[src/rtl/iob_rom_sp_reader.sv]
// Block reader for a one-cycle-latency single-port ROM, delivering words on a valid/ready stream.
// Optional multi-pass looping is enabled with `define IOB_ROM_SP_READER_LOOP_EN (adds input loop).
module iob_rom_sp_reader #(
    parameter int DATA_W = 8,
    parameter int ADDR_W = 10
) (
    input  logic              clk,
    input  logic              rst,
    input  logic              start,
    input  logic [ADDR_W-1:0] base_addr,
    input  logic [ADDR_W:0]   len,
`ifdef IOB_ROM_SP_READER_LOOP_EN
    input  logic              loop,
`endif
    output logic              busy,
    output logic              done,
    output logic              rom_r_en,
    output logic [ADDR_W-1:0] rom_addr,
    input  logic [DATA_W-1:0] rom_r_data,
    output logic              m_valid,
    input  logic              m_ready,
    output logic [DATA_W-1:0] m_data,
    output logic              m_last
);

    // Stream handshake: a word transfers on any rising edge where m_valid and m_ready are both 1;
    // once m_valid rises, m_valid and m_data hold until that transfer happens.
    typedef enum logic [1:0] {IDLE, RUN, FLUSH} state_t;

    state_t            state;
    logic [ADDR_W-1:0] addr_cnt;
    logic [ADDR_W-1:0] last_addr;
    logic [ADDR_W-1:0] base_q;
    logic [ADDR_W:0]   len_q;
    logic [ADDR_W:0]   issue_cnt;
    logic [ADDR_W:0]   deliver_cnt;
    logic              rd_pend;
    logic [1:0]        occ;
    logic              rd_ptr;
    logic              wr_ptr;
    logic [DATA_W-1:0] data_buf [2];
    logic [1:0]        last_buf;

    logic              pop;
    logic              loop_now;
    logic              final_pop;
    logic [2:0]        proj;

`ifdef IOB_ROM_SP_READER_LOOP_EN
    assign loop_now = loop;
`else
    assign loop_now = 1'b0;
`endif

    assign busy      = (state != IDLE);
    assign m_valid   = (occ != 2'd0);
    assign m_data    = data_buf[rd_ptr];
    assign m_last    = last_buf[rd_ptr] & m_valid;
    assign pop       = m_valid & m_ready;

    // Occupancy after this cycle's in-flight write and pop; a new read only fits below 2.
    assign proj      = {1'b0, occ} + {2'b00, rd_pend} - {2'b00, pop};
    assign rom_r_en  = (state == RUN) && (issue_cnt != '0) && (proj < 3'd2);
    assign rom_addr  = rom_r_en ? addr_cnt : last_addr;

    // In loop mode an earlier pass's last word may still be queued, so only the sole remaining word ends it.
    assign final_pop = (state == FLUSH) && pop && m_last && (occ == 2'd1) && !rd_pend;

    always_ff @(posedge clk) begin
        if (rst) begin
            state       <= IDLE;
            done        <= 1'b0;
            addr_cnt    <= '0;
            last_addr   <= '0;
            base_q      <= '0;
            len_q       <= '0;
            issue_cnt   <= '0;
            deliver_cnt <= '0;
            rd_pend     <= 1'b0;
            occ         <= 2'd0;
            rd_ptr      <= 1'b0;
            wr_ptr      <= 1'b0;
            last_buf    <= 2'b00;
            for (int i = 0; i < 2; i++) begin
                data_buf[i] <= '0;
            end
        end else begin
            done    <= 1'b0;
            rd_pend <= rom_r_en;

            if (rom_r_en) begin
                last_addr <= addr_cnt;
                addr_cnt  <= addr_cnt + 1'b1;
                issue_cnt <= issue_cnt - 1'b1;
            end

            case (state)
                IDLE: begin
                    if (start) begin
                        if (len != '0) begin
                            state       <= RUN;
                            addr_cnt    <= base_addr;
                            base_q      <= base_addr;
                            len_q       <= len;
                            issue_cnt   <= len;
                            deliver_cnt <= len;
                        end else begin
                            done <= 1'b1;
                        end
                    end
                end
                RUN: begin
                    if (rom_r_en && (issue_cnt == (ADDR_W+1)'(1))) begin
                        if (loop_now) begin
                            addr_cnt  <= base_q;
                            issue_cnt <= len_q;
                        end else begin
                            state <= FLUSH;
                        end
                    end
                end
                FLUSH: begin
                    if (final_pop) begin
                        state <= IDLE;
                        done  <= 1'b1;
                    end
                end
                default: state <= IDLE;
            endcase

            if (rd_pend) begin
                data_buf[wr_ptr] <= rom_r_data;
                last_buf[wr_ptr] <= (deliver_cnt == (ADDR_W+1)'(1));
                wr_ptr           <= ~wr_ptr;
                deliver_cnt      <= (deliver_cnt == (ADDR_W+1)'(1)) ? len_q : deliver_cnt - 1'b1;
            end
            if (pop) begin
                rd_ptr <= ~rd_ptr;
            end
            occ <= occ + {1'b0, rd_pend} - {1'b0, pop};
        end
    end

endmodule

[config.mk]
export PLATFORM = sky130hd
export DESIGN_NAME = iob_rom_sp_reader
export DESIGN_NICKNAME = d
export VERILOG_FILES = /design/src/rtl/iob_rom_sp_reader.sv
export SDC_FILE = /design/constraint.sdc
export NUM_CORES = 1
export LEC_CHECK = 0
export CORE_UTILIZATION = 54
export DETAILED_ROUTE_END_ITERATION = 16
export HOLD_SLACK_MARGIN = 0.1
export PLACE_DENSITY = 0.85
export SLEW_MARGIN = 10
export SYNTH_ARGS = -nofsm -noshare
export SYNTH_HDL_FRONTEND = slang
export SYNTH_SLANG_ARGS = --single-unit
[constraint.sdc]
create_clock -name clk -period 4.07 [get_ports clk]
set_input_delay 0.814 -clock clk [delete_from_list [all_inputs] [get_ports clk]]
set_output_delay 0.814 -clock clk [all_outputs]
set_load 0.02 [all_outputs]
# [Word level (Yosys, flattened, before mapping)]
# Memory sizes are Yosys's and may differ from the RTL's. A register that Yosys moved wholly into a read port is not among the register bits.
# Cells that the tools add are included.
[word_totals] register_bits=63 latch_bits=0 mem_bits_rw=16 rom_bits=0 input_bits=33 out_inout_bits=23 wordCells=96 mem_count=1
[classes] add_sub_neg=7 mul=0 n_div=0 order_cmp=4 n_eq_ne=9 n_shift=0 n_mux=38 n_bitwise=4 n_reduce_logical=21
[mem_list] name="data_buf" words=2 word_bits=8 rd=1 rd_ports_with_merged_regs=1 wr=2 line="41" rtl="logic [DATA_W-1:0] data_buf [2];"
[op_table] operator="$mux 11" count=9
[op_table] operator="$mux 10" count=5
[op_table] operator="$eq 11x1->1 const B" count=2
[op_table] operator="$reduce_bool 11->1" count=2
[op_table] operator="$sub 11x1->11 const B" count=2
[op_table] operator="$mux 1" count=15
[op_table] operator="$add 10x1->10 const B" count=1
[op_table] operator="$reduce_bool 2->1" count=5
[op_table] operator="$logic_and 1x1->1" count=8
[op_table] operator="$mux 2" count=4
[op_table] operator="$mux 8" count=1
[op_table] operator="$reduce_or 8->1" count=1
[op_table] operator="$ne 2x2->1 const B" count=3
[op_table] operator="$pmux 2 s3" count=1
[op_table] operator="$reduce_and 3->1" count=2
[op_table] operator="$eq 2x1->1 const B" count=2
[op_table] operator="$lt 1x2->1 const B" count=2
[op_table] operator="$reduce_and 4->1" count=1
[op_table] operator="$add 2x1->3" count=1
[op_table] operator="$lt 3x2->1 const B" count=1
[op_table] operator="$sub 3x1->3" count=1
[op_table] operator="$add 2x1->2" count=1
[op_table] operator="$and 1x1->1" count=2
[op_table] operator="$bwmux 2" count=1
[op_table] operator="other kinds (9)" count=10

# [Depth between registers and ports, before layout]
[logic_depth] ltp_word=9 mapped_depth=12 depth_no_buf=11

# [Least setup slack after synthesis]
# OpenSTA, ideal clock, no wires.
[synth_path] path_type="input port to output port" startpoint="input port m_ready" endpoint="output port rom_addr[5]" arrival_time_ps=2732 required_time_ps=3256 slack_ps=524 path_stages=10 n_path_buf=1 path_cell_list="nand3_1 -> o21ai_0 -> ha_1 -> fa_1 -> xnor2_1 -> nor3_2 -> nand2_2 -> inv_2 -> buf_6 -> mux2_4"
[synth_between] elab_chain_cells=5
[synth_rtl] element="from (decl)" line="21" rtl="input logic m_ready,"
[synth_rtl] element="$and 1x1->1" line="59" rtl="assign pop = m_valid & m_ready;"
[synth_rtl] element="$sub 3x1->3" line="62" rtl="assign proj = {1'b0, occ} + {2'b00, rd_pend} - {2'b00, pop};"
[synth_rtl] element="$lt 3x2->1" line="63" rtl="assign rom_r_en = (state == RUN) && (issue_cnt != '0) && (proj < 3'd2);"
[synth_rtl] element="$logic_and 1x1->1" line="63"
[synth_rtl] element="via rom_r_en" line="17" rtl="output logic rom_r_en,"
[synth_rtl] element="$mux 10"
[synth_rtl] element="to (decl)" line="18" rtl="output logic [ADDR_W-1:0] rom_addr,"
# The timed path passes the listed nets, and every way through them passes these cells.

# [Worst setup path after layout]
[layout_path] startpoint="input port m_ready" endpoint="output port rom_addr[2]"
[layout_between] elab_chain_cells=5
[layout_rtl] element="$and 1x1->1" line="59"
[layout_rtl] element="$sub 3x1->3" line="62"
[layout_rtl] element="via proj[1]" line="47" rtl="logic [2:0] proj;"
[layout_rtl] element="$lt 3x2->1" line="63"
[layout_rtl] element="$logic_and 1x1->1" line="63"
[layout_rtl] element="$mux 10"
# The timed path passes the listed nets, and every way through them passes these cells.

==> impl_metrics.csv <==
group,metric,value,unit
status,status,"finished, final reports clean",
timing,setup_viol,0,
layout,n_fill_cell,520,
die,fp.dieH,86.9,um
timing,rsz0062_at_grt,"false",
yosys,synth-simple-area-share,0.223,
clock_tree,cts_buffers,9,
die,die-area,7550,um2
layout,area_growth,21.8,%
yosys,avgSynthCellArea,9.58,um2
layout,area.sequential,1760,um2
yosys,synth_top_family_by_area,"simple AND/OR/NAND/NOR gates",
clock_tree,clk_path_buf_depth,2,
grt,busiest_layer,"met2",
yosys,synthMuxAreaShare,0.0662,
layout,multiInputGateArea,2000,um2
grt,use_met3,0.0351,
layout,layout-drive-gt1-share,0.142,
route,wl_per_cell,15.9,um
timing,finalClockSkew,9.89,ps
grt,grt.total_usage,0.247,
yosys,async_flop_share,0,
yosys,synth_nets,446,
layout,fin_nets,501,
route,drcViolationCount,0,
die,start_util,0.566,
worst_setup_path,reg2reg_depth,10,
grt,antenna_found_initial,0,
clock_tree,clk_latency,350,ps
worst_setup_path,cp-end-kind,"output port",
placement,dp_hpwl,6080,um
die,die_w,86.9,um
die,row_count,30,
yosys,synth_warnings,0,
yosys,synthAdderAreaFrac,0.0244,
placement,place_ws,-428,ps
grt,first_global_vias,3022,
yosys,synth-edff-count,16,
yosys,yosys_most_used_dff,"dfxtp_1",
power_and_ir_drop,ir_drop,0.000273,V
worst_setup_path,cp_max_fo,10,
timing,min_period,3730,ps
placement,port_buffers,55,
power_and_ir_drop,p_per_area,422,nW/um2
grt,met2_usage,0.387,
clock_tree,cts_tree,"done",
clock_tree,cts_root_buffer,"clkbuf_8",
die,pin_count,56,
yosys,synth-xor-area-share,0.0518,
route,drt_iter0_drc,158,
grt,grt_max_degree,59,
timing,clock.fmax,268,MHz
grt,grt_pass1_wl,14400,um
layout,post-route-util,0.690,
power_and_ir_drop,leakage,1.75,nW
worst_setup_path,crit_type,"in -> out",
yosys,netlist_instances,406,
flow_run,maxCapViolCount,0,
timing,hold_viol,0,
worst_setup_path,critPathLaunchType,"primary input",
yosys,synth-seq-cells,80,
timing,fin_ws,337,ps
worst_setup_path,cp_data_required_time,3260,ps
clock_tree,cts-htree-levels,3,
timing,worstMarginPinSlew,906,ps
yosys,synthesis.area,3890,um2
clock_tree,clock_sinks,80,
route,postRouteAntennaNets,0,
layout,n_antenna_cell,0,
layout,mostFrequentLayoutCell,"dfxtp_1",
min_path,hp-class,"reg -> reg",
min_path,holdPathStages,2,
route,wl,8940,um
route,via_per_inst,5.78,
clock_tree,path_clk_slew,80,ps
worst_setup_path,critPathArrivalTime,2920,ps
timing,setup_tns,0,ps
grt,grt_overflow,0,
yosys,ys_seq_area_frac,0.453,
timing,slew_violations,0,
die,coreArea,6870,um2
route,first_pass_iters,5,
grt,met1_usage,0.349,
timing,relSlewSlack,0.395,
placement,gp_congestion,0.892,
yosys,post_synth_num_cell_types,53,
route,vias,3246,
timing,final_min_period_over_clock_period,0.917,
layout,layout_common_cells,"dfxtp_1 (64), clkdlybuf4s50_1 (42), nand2_1 (36)",
yosys,synth_compound_area_frac,0.146,
timing repair:
action | in CTS | in global routing
buffers inserted | 1 | 3
hold buffers | 0 | 0
gates resized for setup | 43 | 3
setup endpoints to repair | 11 | 11
pin swaps | 0 | 2
layout make-up:
cell class	count	share of cell area
Timing Repair Buffer	68	0.130
Tap cell	96	0.0253
Clock inverter	7	0.0161
Clock buffer	9	0.0261
Multi-Input combinational cell	292	0.422
Inverter	10	0.00898
Sequential cell	80	0.372
worst max-delay path, cell delays in order:
cell and delay [ps]:
dlymetal6s2s_1 150, nand3_1 110, o21ai_0 100, ha_2 200, fa_1 480, nor3_2 240
nand2_2 110, clkinv_4 110, mux2_1 340, clkdlybuf4s15_2 260
logic make-up after synthesis:
kind of cell    Yosys count
xor+xnor                 23
fa+ha+maj                 7
buf+inv                  34
mux                      22
simple gates            157
flops                    80
compound gates           83
cell usage after synthesis (3+ instances only):
cell	number	area, um2
a221oi_1	10	87.6
edfxtp_1	16	480
a21oi_1	17	85.1
nor4_1	6	37.5
o21ai_1	6	30.0
o22ai_1	3	18.8
nand4_1	6	37.5
mux2i_1	4	40.0
and2_1	17	106
nand3_1	15	75.1
xor2_1	9	78.8
nor2b_1	13	81.3
nor4_2	3	37.5
a22oi_1	5	37.5
a311oi_1	4	35.0
inv_1	9	33.8
mux2_2	8	90.1
nor3_1	6	30.0
mux2_4	4	60.1
nor3b_1	4	30.0
dfxtp_1	64	1280
a211oi_1	23	173
buf_2	3	15.0
nand2b_1	4	25.0
buf_1	4	15.0
ha_1	6	75.1
xnor2_1	14	123
nor2_1	30	113
clkbuf_1	16	60.1
and3_1	3	18.8
nand2_1	36	135
mux2_1	6	67.6
o21ai_0	6	30.0
path summary, 6_finish.rpt:
check                           startpoint          end  slack [ps]
worst max-delay path               m_ready  rom_addr[2]         340
worst min-delay path              len_q[0]     len_q[0]         460
worst max register to register      occ[0]  addr_cnt[5]        1360
worst min register to register    len_q[0]     len_q[0]         460
report_power, final:
part | internal [mW] | switching (mW) | total (mW) | leakage, nW
Sequential | 0.871 | 0.0610 | 0.932 | 0.692
Clock | 0.288 | 0.311 | 0.599 | 0.0928
Combinational | 0.217 | 0.254 | 0.471 | 0.969
Total | 1.38 | 0.626 | 2.00 | 1.75
per-layer routing:
layer / share of wire / vias up / wire (um)
met5: 0 / - / 0
met4: 0.013 / 0 / 112
met3: 0.043 / 11 / 380
met2: 0.48 / 97 / 4260
met1: 0.47 / 1556 / 4180
li1: - / 1582 / -
sequential cells by signal, summed over array words and instances (netlist names), named ones only:
signal,count
addr_cnt,10
data_buf,16
deliver_cnt,11
done,1
issue_cnt,11
last_addr,10
last_buf,2
len_q,11
occ,2
rd_pend,1
rd_ptr,1
state,2
wr_ptr,1
metrics by stage:
step | std cells | hold slack, ps | area [um2] | power, mW
floorplan | 406 | 436 | 3890 | 1.25
global placement | 542 | 445 | 4540 | 1.40
detailed placement | 542 | 455 | 4540 | 1.41
CTS | 559 | 467 | 4710 | 2.00
global route | 562 | 499 | 4740 | 2.09
finish | 562 | 464 | 4740 | 2.00
No activity file was read; power rests on OpenSTA's default activity.
